File: src/rtl/ads1672_evm_if.sv
// Serial/control bus between the ADS1672 EVM controller and the ADC.
// The master side is the controller; the slave side is the converter.
interface ads1672_evm_if;
    logic fsx;
    logic start;
    logic fsr;
    logic drr;
    logic drdy_n;
    logic clkx;
    logic clkr;

    modport master (
        output fsx, start,
        input  fsr, drr, drdy_n, clkx, clkr
    );

    modport slave (
        input  fsx, start,
        output fsr, drr, drdy_n, clkx, clkr
    );
endinterface

File: src/rtl/ads1672_evm.sv
// ADS1672 conversion controller: raises START, waits for DRDY, frames a
// serial readout with FSX and captures a DATA_WIDTH-bit word MSB first.
module ads1672_evm #(
    parameter int DATA_WIDTH   = 24,
    parameter int DRDY_TIMEOUT = 1024
) (
    input  logic                  clk,
    input  logic                  rst,
    input  logic                  measure,
    ads1672_evm_if.master         adc,
    output logic [DATA_WIDTH-1:0] data_out
);

    localparam int TMO_W = $clog2(DRDY_TIMEOUT + 1);
    localparam int BIT_W = $clog2(DATA_WIDTH + 1);
    localparam logic [TMO_W-1:0] TMO_LAST = TMO_W'(DRDY_TIMEOUT - 1);
    localparam logic [BIT_W-1:0] BIT_LAST = BIT_W'(DATA_WIDTH - 1);

    typedef enum logic [2:0] {
        IDLE,
        CONVERT,
        FRAME,
        SHIFT,
        LOAD
    } state_t;

    state_t                  state;
    state_t                  state_next;
    logic [1:0]              drdy_sync;
    logic [1:0]              drr_sync;
    logic                    drdy_s;
    logic                    drr_s;
    logic [TMO_W-1:0]        tmo_cnt;
    logic [BIT_W-1:0]        bit_cnt;
    logic [DATA_WIDTH-1:0]   shreg;
    logic                    start_q;
    logic                    fsx_q;

    // Return clocks and frame-sync return carry no information we act on.
    logic unused_adc;
    assign unused_adc = ^{adc.fsr, adc.clkx, adc.clkr};

    // drdy_n idles high, so its synchronizer resets to 1 to avoid a false ready.
    always_ff @(posedge clk or posedge rst) begin
        if (rst) begin
            drdy_sync <= 2'b11;
            drr_sync  <= 2'b00;
        end else begin
            // NOTE: non-blocking assignments let each flop sample the old value of the previous stage.
            drdy_sync <= {drdy_sync[0], adc.drdy_n};
            drr_sync  <= {drr_sync[0], adc.drr};
        end
    end

    assign drdy_s = drdy_sync[1];
    assign drr_s  = drr_sync[1];

    always_ff @(posedge clk or posedge rst) begin
        if (rst) begin
            state <= IDLE;
        end else begin
            state <= state_next;
        end
    end

    always_comb begin
        // NOTE: every output gets a default first so no path through the case infers a latch.
        state_next = state;
        start_q    = 1'b0;
        fsx_q      = 1'b0;
        case (state)
            IDLE: begin
                if (measure) begin
                    state_next = CONVERT;
                end
            end
            CONVERT: begin
                start_q = 1'b1;
                if (!drdy_s) begin
                    state_next = FRAME;
                end else if (tmo_cnt == TMO_LAST) begin
                    state_next = IDLE;
                end
            end
            FRAME: begin
                start_q    = 1'b1;
                fsx_q      = 1'b1;
                state_next = SHIFT;
            end
            SHIFT: begin
                start_q = 1'b1;
                if (bit_cnt == BIT_LAST) begin
                    state_next = LOAD;
                end
            end
            LOAD: begin
                state_next = IDLE;
            end
            default: begin
                state_next = IDLE;
            end
        endcase
    end

    assign adc.start = start_q;
    assign adc.fsx   = fsx_q;

    // Counters clear outside their own state, so FRAME always hands SHIFT a zero bit count.
    always_ff @(posedge clk or posedge rst) begin
        if (rst) begin
            // NOTE: shreg and data_out are plain registers, not a memory, so resetting them is cheap and required.
            tmo_cnt  <= '0;
            bit_cnt  <= '0;
            shreg    <= '0;
            data_out <= '0;
        end else begin
            tmo_cnt <= (state == CONVERT) ? tmo_cnt + TMO_W'(1) : '0;
            bit_cnt <= (state == SHIFT) ? bit_cnt + BIT_W'(1) : '0;
            if (state == SHIFT) begin
                shreg <= {shreg[DATA_WIDTH-2:0], drr_s};
            end
            if (state == LOAD) begin
                data_out <= shreg;
            end
        end
    end

endmodule

File: src/flat_wrapper.sv
// flat-port wrapper written by rule: the top's interface ports become plain ports
module ads1672_evm_flat 
#(
    parameter int DATA_WIDTH   = 24,
    parameter int DRDY_TIMEOUT = 1024
)
  (clk, rst, measure, data_out, adc_fsx, adc_start, adc_fsr, adc_drr, adc_drdy_n, adc_clkx, adc_clkr);
  ads1672_evm_if adc_i ();
  input  logic clk;
  input  logic rst;
  input  logic measure;
  output logic [DATA_WIDTH-1:0] data_out;
  output wire logic [$bits(adc_i.fsx)-1:0] adc_fsx;
  output wire logic [$bits(adc_i.start)-1:0] adc_start;
  input wire logic [$bits(adc_i.fsr)-1:0] adc_fsr;
  input wire logic [$bits(adc_i.drr)-1:0] adc_drr;
  input wire logic [$bits(adc_i.drdy_n)-1:0] adc_drdy_n;
  input wire logic [$bits(adc_i.clkx)-1:0] adc_clkx;
  input wire logic [$bits(adc_i.clkr)-1:0] adc_clkr;
  assign adc_fsx = adc_i.fsx;
  assign adc_start = adc_i.start;
  assign adc_i.fsr = adc_fsr;
  assign adc_i.drr = adc_drr;
  assign adc_i.drdy_n = adc_drdy_n;
  assign adc_i.clkx = adc_clkx;
  assign adc_i.clkr = adc_clkr;
  ads1672_evm #(.DATA_WIDTH(DATA_WIDTH), .DRDY_TIMEOUT(DRDY_TIMEOUT)) u_core (.clk(clk), .rst(rst), .measure(measure), .adc(adc_i), .data_out(data_out));
endmodule
File: config.mk
export PLATFORM = sky130hd
export DESIGN_NAME = ads1672_evm_flat
export DESIGN_NICKNAME = d
export VERILOG_FILES = /design/src/rtl/ads1672_evm_if.sv /design/src/rtl/ads1672_evm.sv /design/src/flat_wrapper.sv
export SDC_FILE = /design/constraint.sdc
export NUM_CORES = 1
export LEC_CHECK = 0
export CAP_MARGIN = 20
export CORE_UTILIZATION = 30
export CTS_CLUSTER_SIZE = 20
export DETAILED_ROUTE_END_ITERATION = 8
export GPL_TIMING_DRIVEN = 0
export HOLD_SLACK_MARGIN = 0.1
export SLEW_MARGIN = 30
export SYNTH_ARGS = -nofsm -noshare
export SYNTH_HDL_FRONTEND = slang
export SYNTH_SLANG_ARGS = --single-unit
export TNS_END_PERCENT = 1
File: constraint.sdc
create_clock -name clk -period 2.6 [get_ports clk]
set_input_delay 0.52 -clock clk [delete_from_list [all_inputs] [get_ports clk]]
set_output_delay 0.52 -clock clk [all_outputs]
set_load 0.005 [all_outputs]
==> flow_summary_export.csv <==
group,metric,value,unit
outcome,status,"finished, violations left",
outcome,violations,"design-rule violations",
yosys,synth_cell_type_count,31,
clocking,clkSlewWorstSetupHoldPaths,70,ps
yosys,yosys-top-cells-area,"dfrtp_1 63%, mux2_2 20%, dfstp_2 1.9%",
yosys,syn_area,2759,um2
critical_path,crit_slowest_cell,"clkdlybuf4s50_1",
drt,final_antenna_net_count,0,
global_routing,antenna_found_initial,0,
drt,wire_per_inst,13.31,um
drt,vias,1627,
clocking,clk_path_buf_depth,2,
drt,wl_met2,2093,um
yosys,syn_nets,201,
power,ir_drop,0.4504,mV
placed_design,port_buffers,30,
worst_hold_path,hp-class,"register to register",
floorplan,dieArea,9583,um2
clocking,htree_num_levels,3,
placed_design,dp_hpwl,3054,um
yosys,synth.most_common_cell,"dfrtp_1",
sta,fmax,492.5,MHz
clocking,cts_resized,0,
yosys,async_reset_ff_share,100.0,%
yosys,synth_fa_ha_area_share,0.9070,%
placed_design,gp_congestion,0.7063,
placed_design,place_inst,330,
floorplan,die_x,97.90,um
power,leakagePower,1.424,nW
drt,wirelength,4606,um
cells_and_area,layout-drive-gt1-share,32.77,%
critical_path,cp-end-kind,"output port",
drt,drc_errors,2,
yosys,netlist_instances,191,
sta,period_share,78.10,%
drt,routed_via_density,4.702,
yosys,ys_warn_count,0,
yosys,ys_ff_latch,71,
power,seqPwrFrac,45.4,%
critical_path,worstPathCellList,"nor2_1, nand2_1, inv_1, clkdlybuf4s50_1",
floorplan,fp.dieH,97.90,um
power,intPower,2.912,mW
yosys,synth-compound-area-share,3.673,%
floorplan,rows,34,
drt,dr_wl_met3,224,um
sta,setup_viol,0,
cells_and_area,fin_nets,243,
global_routing,grt_max_degree,52,
yosys,synthXorXnorAreaFrac,1.905,%
critical_path,cp-start-kind,"register",
cells_and_area,syn_to_final_growth,24.04,%
power,switchingPower,1.140,mW
global_routing,grt_pass1_wl,8190,um
drt,drt_iter0_drc,67,
clocking,clk_latency,340,ps
drt,dr.pass1.iters,8,
sta,grt_setup_unrepaired,"no",
yosys,yosys.area_share.simple,7.075,%
critical_path,max_stage_delay,490,ps
yosys,synth_top_cell_area_share,62.59,%
yosys,ys_seq_area_share,64.49,%
power,p_per_area,1184,nW/um2
clocking,tritoncts,"yes",
global_routing,grt_usage,11.08,%
floorplan,core_area,8806,um2
yosys,synth_edf_count,0,
yosys,synth_top_family_by_area,"multiplexers",
global_routing,grt-ovfl-total,0,
drt,top_layer_used,"met4",
yosys,yosys.area.top_type,"dfrtp_1",
critical_path,path_class,"register to output port",
critical_path,worstPathRequired,2080,ps
critical_path,crit_arrival,1510,ps
clocking,post_cts_buffers,0,
yosys,synth_ff_type,"dfrtp_1",
floorplan,ios,34,
flow_run,maxCapViolCount,0,
power,clock_power_share,21.2,%
sta,skew,8.761,ps
yosys,synth_mux_area_share,19.59,%
sta,worst_slew_pin_slew,468.0,ps
floorplan,initial_core_util,31.33,%
sta,relSlewSlack,68.73,%
yosys,synthTopCellsByCount,"69 x dfrtp_1, 48 x mux2_2, 11 x nor2_1",
clocking,cts_buffers,9,
cells_and_area,num_antenna_cells,0,
critical_path,cp_max_fo,5,
drt,drt-met1-wl,2210,um
yosys,avgSynthCellArea,14.44,um2
power,netSwitchingFraction,28.13,%
sta,finalMaxSlewViolations,0,
global_routing,first_global_vias,1646,
clocking,clock_sinks,71,
sta,min_period,2031,ps
sta,hold_viol,0,
sta,finalSetupTns,0,ps
clocking,root_buffer,"clkbuf_8",
cells_and_area,stdcell_count,346,
power,combPwrFrac,33.4,%
clocking,hold_buffers,0,
-- stage by stage --
stage               hold WS, ps  cell area, um2  utilization [%]  power [mW]  setup WS, ps
finish                    355.7            3422            38.86       4.052         569.4
global route              363.6            3422            38.86       4.344         414.8
CTS                       357.2            3422            38.86       4.131         549.0
detailed placement        346.9            3224            36.62       3.236         931.2
global placement          335.1            3194            36.27       3.192        -901.6
floorplan                 331.2            2759                -       2.584         286.7
-- power groups by stage --
stage / clock (mW) / combinational (mW) / sequential, mW
after floorplan: 0 / 0.785 / 1.80
after global placement: 0 / 1.33 / 1.86
after detailed placement: 0 / 1.37 / 1.87
after CTS: 0.902 / 1.38 / 1.85
after global routing: 0.947 / 1.48 / 1.91
final: 0.860 / 1.35 / 1.84
-- area by class of cell --
| class | count | area, um2 |
|---|---|---|
| inverters | 5 | 21.27 |
| multi-input cells | 108 | 914.6 |
| well taps | 108 | 135.1 |
| fillers | 845 | 5384 |
| flip-flops and latches | 71 | 1779 |
| clock buffers | 10 | 137.6 |
| repair buffers | 31 | 327.8 |
| clock inverters | 6 | 60.06 |
| plain buffers | 7 | 46.29 |
-- final timing paths --
kind / slack (ps) / to / start / depth (start not counted)
max in group asynchronous: 1540 / u_core.drdy_sync[1] / rst / 3
min in group asynchronous: 480 / u_core.data_out[0] / rst / 2
worst min register to register: 360 / u_core.drdy_sync[1] / u_core.drdy_sync[0] / 0
worst min-delay path: 360 / u_core.drdy_sync[1] / u_core.drdy_sync[0] / 0
worst max register to register: 1040 / u_core.tmo_cnt[8] / u_core.tmo_cnt[0] / 4
worst max-delay path: 570 / adc_fsx / u_core.state[0] / 4
-- flip-flops by register name, summed over array words and instances, names as in the netlist --
register and cells:
u_core.bit_cnt 5, u_core.data_out 24, u_core.drdy_sync 2, u_core.drr_sync 2, u_core.shreg 24, u_core.state 3, u_core.tmo_cnt 11
-- critical path, delay by kind of cell (launching register included) --
kind / cells / cell delay (ps)
buffers and inverters: 2 / 550
DFF: 1 / 410
and+or+nand+nor: 2 / 230
-- cell families (layout without fill, tap and decap cells) --
logic type      Yosys count  after routing
buf+inv                  12             59
fa+ha+maj                 2              2
simple gates             36             36
flops                    71             71
xor+xnor                  6              6
compound gates           16             16
mux                      48             48
-- routing by layer --
metal / track usage, % / vias up
met2: 16.31 / 35
met5: 0 / -
met4: 4.895 / 0
li1: - / 750
met3: 4.581 / 9
met1: 14.29 / 833
-- cell usage in the layout, fill, tap and decap left out, types with 2 or more instances in the layout --
master           Yosys  routed
and2_1               3       3
dfstp_2              2       2
dfrtp_1             69      69
clkinvlp_4           0       2
clkinv_2             0       3
or4_1                2       2
inv_1                5       4
a21oi_1              5       5
nand2_1              5       5
buf_6                2       2
xor2_1               2       2
nor2_1              11      11
o21ai_0              4       4
clkbuf_8             0      10
ha_1                 2       2
buf_2                4       4
xnor2_1              4       4
or3_2                2       2
o211ai_1             2       2
nand3_1              5       5
o31ai_1              2       2
mux2_2              48      48
clkdlybuf4s50_1      0      30
No activity file was read; power rests on OpenSTA's default activity.
